File: src/rtl/bp_event_counter_bank.sv
// bp_event_counter_bank: bank of saturating/wrapping event counters with sticky overflow,
// atomic shadow snapshots (manual or windowed) and a valid/ready read port.
module bp_event_counter_bank #(
    parameter int els_p = 8,
    parameter int width_p = 32,
    parameter bit saturate_p = 1'b1,
    localparam int lg_els_lp = (els_p > 1) ? $clog2(els_p) : 1
) (
    input  logic                 clk_i,
    input  logic                 reset_i,
    input  logic                 en_i,
    input  logic                 clear_i,
    input  logic [els_p-1:0]     ev_i,
    input  logic                 snapshot_i,
    input  logic [width_p-1:0]   interval_i,
    input  logic                 window_clear_i,
    input  logic                 rd_v_i,
    input  logic [lg_els_lp-1:0] rd_addr_i,
    input  logic                 rd_shadow_i,
    output logic                 rd_ready_o,
    output logic                 rd_v_o,
    output logic [width_p-1:0]   rd_data_o,
    output logic                 rd_ovf_o,
    input  logic                 rd_yumi_i,
    output logic [width_p-1:0]   cycle_o,
    output logic [els_p-1:0]     ovf_o,
    output logic                 window_done_o
);
    typedef logic [width_p-1:0] word_t;

    word_t            cnt_q [els_p];
    word_t            cnt_d [els_p];
    word_t            shadow_q [els_p];
    word_t            shadow_d [els_p];
    logic [els_p-1:0] ovf_q, ovf_d;
    word_t            cycle_q, cycle_d;
    word_t            timer_q, timer_d;
    logic             window_done_q, window_done_d;
    logic             rd_v_q, rd_v_d;
    word_t            rd_data_q, rd_data_d;
    logic             rd_ovf_q, rd_ovf_d;
    logic [els_p-1:0] inc;
    logic             fire, snap, accept, addr_ok;

    function automatic word_t bump(input word_t v);
        return (v == '1) ? (saturate_p ? v : '0) : v + word_t'(1);
    endfunction

    assign inc        = {els_p{en_i}} & ev_i;
    assign fire       = en_i && (interval_i != '0) && (timer_q == interval_i - word_t'(1));
    assign snap       = snapshot_i | fire;
    assign rd_ready_o = ~rd_v_q | rd_yumi_i;
    assign accept     = rd_v_i & rd_ready_o;
    assign addr_ok    = int'(rd_addr_i) < els_p;

    always_comb begin
        ovf_d = ovf_q;
        for (int k = 0; k < els_p; k++) begin
            shadow_d[k] = snap ? cnt_q[k] : shadow_q[k];
            cnt_d[k]    = cnt_q[k];
            if (clear_i) begin
                cnt_d[k] = '0;
                ovf_d[k] = 1'b0;
            end else if (fire && window_clear_i) begin
                cnt_d[k] = word_t'(inc[k]);
            end else if (inc[k]) begin
                cnt_d[k] = bump(cnt_q[k]);
                ovf_d[k] = ovf_q[k] | (cnt_q[k] == '1);
            end
        end
        cycle_d       = clear_i ? '0 : (en_i ? bump(cycle_q) : cycle_q);
        timer_d       = (clear_i || interval_i == '0 || fire) ? '0 : (en_i ? timer_q + word_t'(1) : timer_q);
        window_done_d = fire;
        // response register captures pre-edge state so same-cycle counts/snapshots stay invisible
        rd_v_d    = accept | (rd_v_q & ~rd_yumi_i);
        rd_data_d = rd_data_q;
        rd_ovf_d  = rd_ovf_q;
        if (accept) begin
            rd_data_d = addr_ok ? (rd_shadow_i ? shadow_q[rd_addr_i] : cnt_q[rd_addr_i]) : '0;
            rd_ovf_d  = addr_ok ? ovf_q[rd_addr_i] : 1'b0;
        end
    end

    always_ff @(posedge clk_i or posedge reset_i) begin
        if (reset_i) begin
            cnt_q         <= '{default: '0};
            shadow_q      <= '{default: '0};
            ovf_q         <= '0;
            cycle_q       <= '0;
            timer_q       <= '0;
            window_done_q <= 1'b0;
            rd_v_q        <= 1'b0;
            rd_data_q     <= '0;
            rd_ovf_q      <= 1'b0;
        end else begin
            cnt_q         <= cnt_d;
            shadow_q      <= shadow_d;
            ovf_q         <= ovf_d;
            cycle_q       <= cycle_d;
            timer_q       <= timer_d;
            window_done_q <= window_done_d;
            rd_v_q        <= rd_v_d;
            rd_data_q     <= rd_data_d;
            rd_ovf_q      <= rd_ovf_d;
        end
    end

    assign rd_v_o        = rd_v_q;
    assign rd_data_o     = rd_data_q;
    assign rd_ovf_o      = rd_ovf_q;
    assign cycle_o       = cycle_q;
    assign ovf_o         = ovf_q;
    assign window_done_o = window_done_q;
endmodule
File: config.mk
export PLATFORM = sky130hd
export DESIGN_NAME = bp_event_counter_bank
export DESIGN_NICKNAME = d
export VERILOG_FILES = /design/src/rtl/bp_event_counter_bank.sv
export SDC_FILE = /design/constraint.sdc
export NUM_CORES = 2
export LEC_CHECK = 0
export CAP_MARGIN = 20
export CORE_UTILIZATION = 33
export DETAILED_ROUTE_END_ITERATION = 6
export PLACE_DENSITY = 0.49
export SYNTH_ARGS = -nofsm -noshare
export SYNTH_HDL_FRONTEND = slang
export SYNTH_SLANG_ARGS = --single-unit
File: constraint.sdc
create_clock -name clk_i -period 34.2 [get_ports clk_i]
set_input_delay 6.84 -clock clk_i [delete_from_list [all_inputs] [get_ports clk_i]]
set_output_delay 6.84 -clock clk_i [all_outputs]
set_load 0.005 [all_outputs]
* Word level (Yosys, flattened, before mapping) *
Cells that the tools add are included.

operators by class
  $add $sub $neg = 11
  order comparisons = 2
  equality and inequality tests = 20
  muxes and demuxes = 70
  bitwise logic cells = 17
  reductions and logical operators = 42

operators with widths
  kind                                                    count
  two-way mux 32 bit                                      42
  adder 32 x 1 -> 32 bit (second input constant)          10
  == test 32 bit (second input constant)                  9
  binary-select mux 32 bit (select 3 bit)                 2
  AND reduction 2 bit                                     17
  == test 32 bit                                          1
  logical NOT 32 bit                                      1
  nonzero test 32 bit                                     1
  subtractor 32 x 1 -> 32 bit (second input constant)     1
  two-way mux 1 bit                                       25
  nonzero test 3 bit                                      8
  inequality test 3 x 2 -> 1 bit (second input constant)  7
  nonzero test 2 bit                                      10
  OR 1 bit                                                11
  AND 8 bit                                               1
  >= comparator 4 bit (second input constant)             1
  < comparator 3 x 4 -> 1 bit (second input constant)     1
  inequality test 2 bit (second input constant)           2
  NOT 3 -> 4 bit                                          1
  binary-select mux 1 bit (select 3 bit)                  1
  logical AND 1 bit                                       3
  inequality test 3 bit (second input constant)           1
  AND 1 bit                                               2
  logical OR 1 bit                                        2
  NOT 1 bit                                               2

storage, ports and cells
  register bits = 619
  input port bits = 52

* Logic depth before layout (Yosys ltp) *
  depth after elaboration = 6
  gate-level depth with buffers = 14
  mapped depth without buffers = 11

* Worst setup path before layout *
Ideal clock, no wire load.

  path kind = input to output
  start point = in rd_yumi_i
  end point = out rd_ready_o
  data arrival time = 6997 ps
  data required time = 27360 ps
  slack = 20363 ps
  stages on the path = 1
  path buffers = 0
  cells stage by stage = nand2b_1

between the ends
  longest elaborated chain between the ends = 1

RTL lines
  item         RTL line  source
  from (decl)  24        input logic rd_yumi_i,
  OR 1 bit     52        assign rd_ready_o = ~rd_v_q | rd_yumi_i;
  to (decl)    20        output logic rd_ready_o,

Every way passes these cells.

* Final worst setup path *
Same ends and word-level chain as after synthesis.

==> flow_summary_export.csv <==
group,metric,value,unit
critical_path,cp_max_fo,3,
timing,rsz0062_at_grt,"no",
synth,synth-seq-cells,619,
synth,ys_warn_count,0,
critical_path,crit_chain,"clkdlybuf4s50_1 -> nand2b_1 -> clkdlybuf4s50_1",
critical_path,critPathMaxStageDelay,520,ps
global_route,grt_pass1_vias,22900,
clocking,clk_latency,630,ps
timing,tns,0,ps
synth,syn_inst,2749,
clocking,numCtsBuffers,73,
layout,final_layout_size_suffix_gt1_share,19.9,%
routing,drtIter0Drc,1672,
layout,fin_nets,2907,
layout,multi_input_area,16500,um2
clocking,post_cts_buffers,0,
timing,relSlewSlack,28.4,%
synth,synthesis.area,33100,um2
routing,drt_wl_total,94.3,mm
synth,synth_fa_ha_area_share,0.453,%
global_route,top_usage_layer,"met2",
routing,ant_nets,0,
synth,seq_area_frac_synth,46.7,%
global_route,use_met3,4.14,%
clocking,cts_resized,0,
synth,yosysUniqueCellTypes,72,
layout,fill_cells,9493,
routing,drc,0,
timing,final.period_utilization,43.3,%
critical_path,crit_path_end_kind,"output port",
layout,synthToLayoutAreaGrowth,13.7,%
global_route,grt_overflow_total,0,
global_route,use_met2,29.7,%
critical_path,cp-start-kind,"input pin",
clocking,cts_hold_buf,0,
synth,avgSynthCellArea,12.1,um2
timing,min_period,14820,ps
timing,hold_viol,0,
timing,setup_viol,0,
power,power_per_cell_area,42.5,nW/um2
routing,vias,22100,
global_route,met1_usage,25.8,%
flow_run,max_cap_viol_count,0,
placed_design,numPortBuffers,127,
floorplanning,fp-row-count,115,
synth,yosysMostFrequentCell,"dfrtp_1",
clocking,clkTransAtPathRegs,50,ps
global_route,grt_max_degree,164,
power,ir_drop,0.0352,mV
routing,wl_per_cell,22.5,um
synth,synth_common_cells,"dfrtp_1, nor2_1, mux2_4",
routing,drtPass1Iterations,7,
synth,muxShareOfSynthArea,23.5,%
timing,finClkSkew,30.1,ps
synth,synth_edf_count,0,
critical_path,crit_top_cell,"clkdlybuf4s50_1",
timing,drv_slew,0,
timing,max_freq,0.0675,GHz
critical_path,path_class,"in2out",
clocking,root_buffer,"clkbuf_16",
power,power_leakage,0.0161,uW
floorplanning,core-area,99000,um2
critical_path,cp_slowest_cell,"clkdlybuf4s50_1",
synth,synth_top_area_share,46.7,%
clocking,cts_max_path_buffers,3,
timing,whs,479,ps
critical_path,critPathArrivalTime,7980,ps
synth,syn-num-nets,2813,
clocking,cts.sinks,619,
synth,yosys-top-cells-area,"dfrtp_1, mux4_2, mux2_4",
floorplanning,die_area,102000,um2
global_route,grt_use_total,18.7,%
floorplanning,start_util,33.5,%
placed_design,dp_hpwl,66.1,mm
synth,synth_xor_area_share,8.25,%
placed_design,gp_congestion,0.866,
global_route,grt_first_pass_wirelength,146,mm
floorplanning,die_h,319,um
synth,synth_top_family_by_area,"multiplexers",
layout,register_area,15500,um2
global_route,antenna_found_initial,2,
hold_path,worstHoldPathType,"reg2reg",
floorplanning,die_w,319,um
synth,synth_compound_area_share,2.47,%
clocking,htree_levels,3,
floorplanning,ioPinCount,128,
timing,tightest_slew,1070,ps
clocking,cts_tree,"done",
synth,ys.flop_type,"dfrtp_1",
synth,synth.largest_area_cell,"dfrtp_1",
synth,synthArstFlopShare,100,%
routing,vias_per_cell,5.29,
critical_path,required,27360,ps
synth,synth-simple-area-share,15.1,%
run_status,status,"finished clean",
## registers in the layout (all words and copies together), names as in the netlist
signal	cells
cnt_q	256
cycle_o	32
ovf_o	8
rd_data_o	32
rd_ovf_o	1
rd_v_o	1
shadow_q	256
timer_q	32
window_done_o	1
## layout make-up
cell class | instances | share of cell area [%]
Multi-Input combinational cell | 1943 | 43.8
Sequential cell | 619 | 41.1
Clock buffer | 108 | 5.70
Tap cell | 1287 | 4.27
Timing Repair Buffer | 155 | 4.03
Clock inverter | 20 | 0.544
Inverter | 51 | 0.528
Antenna cell | 2 | 0.0133
## final timing paths
path	start	end	slack (ps)	depth (start not counted)
max	rd_yumi_i	rd_ready_o	19380	3
min	shadow_q[6]$_DFFE_PP0P_	shadow_q[6]$_DFFE_PP0P_	480	1
max reg2reg	timer_q[2]$_DFFE_PP0P_	shadow_q[252]$_DFFE_PP0P_	28900	10
min reg2reg	shadow_q[6]$_DFFE_PP0P_	shadow_q[6]$_DFFE_PP0P_	480	1
max in group asynchronous	reset_i	shadow_q[55]$_DFFE_PP0P_	25020	4
min in group asynchronous	reset_i	cnt_q[131]$_DFFE_PP0P_	6800	2
## routing by layer
metal  vias up  share of wire, %
li1      10000                 -
met1     11500                46
met2       500                47
met3       112               5.4
met4         2               2.1
met5         -             0.011
## worst max-delay path, delay by kind of cell
family	cells	cell delay (ps)
buf+inv	2	970
simple gates	1	160
## cell usage in the layout (no fill, tap or decap), types with 35 or more instances in the layout
| cell | count |
|---|---|
| and3_1 | 37 |
| xor2_1 | 180 |
| or3_1 | 38 |
| mux2_2 | 48 |
| clkdlybuf4s50_1 | 122 |
| dfrtp_1 | 619 |
| xnor2_1 | 132 |
| nand3_1 | 129 |
| mux2_1 | 40 |
| nor4_1 | 35 |
| nand2_1 | 163 |
| a21oi_1 | 46 |
| clkbuf_16 | 73 |
| mux4_2 | 162 |
| mux2_4 | 200 |
| nor2_1 | 392 |
| nand4_1 | 83 |
| nor3_1 | 49 |
| inv_1 | 50 |
## where the power goes
part	total [uW]	internal [uW]	switching (uW)
Combinational	89.1	31.0	58.1
Clock	773	452	322
Sequential	740	736	4.03
Total	1600	1220	384
## through the flow
step	setup WS, ps	utilization (%)	std cells	total power (uW)	area, um2
after global routing	19340	38.1	4183	1660	37700
after detailed placement	19380	35.7	4054	844	35300
after floorplan	10030	-	2749	819	33100
after global placement	19380	35.7	4054	841	35300
after CTS	19380	38.1	4182	1630	37700
final	19380	38.1	4185	1600	37700
## cells by family after synthesis
| group | after synthesis |
|---|---|
| simple gates | 1028 |
| flops | 619 |
| mux | 463 |
| xor+xnor | 312 |
| buf+inv | 187 |
| compound gates | 128 |
| fa+ha+maj | 12 |
(Power assumes the default switching activity.)
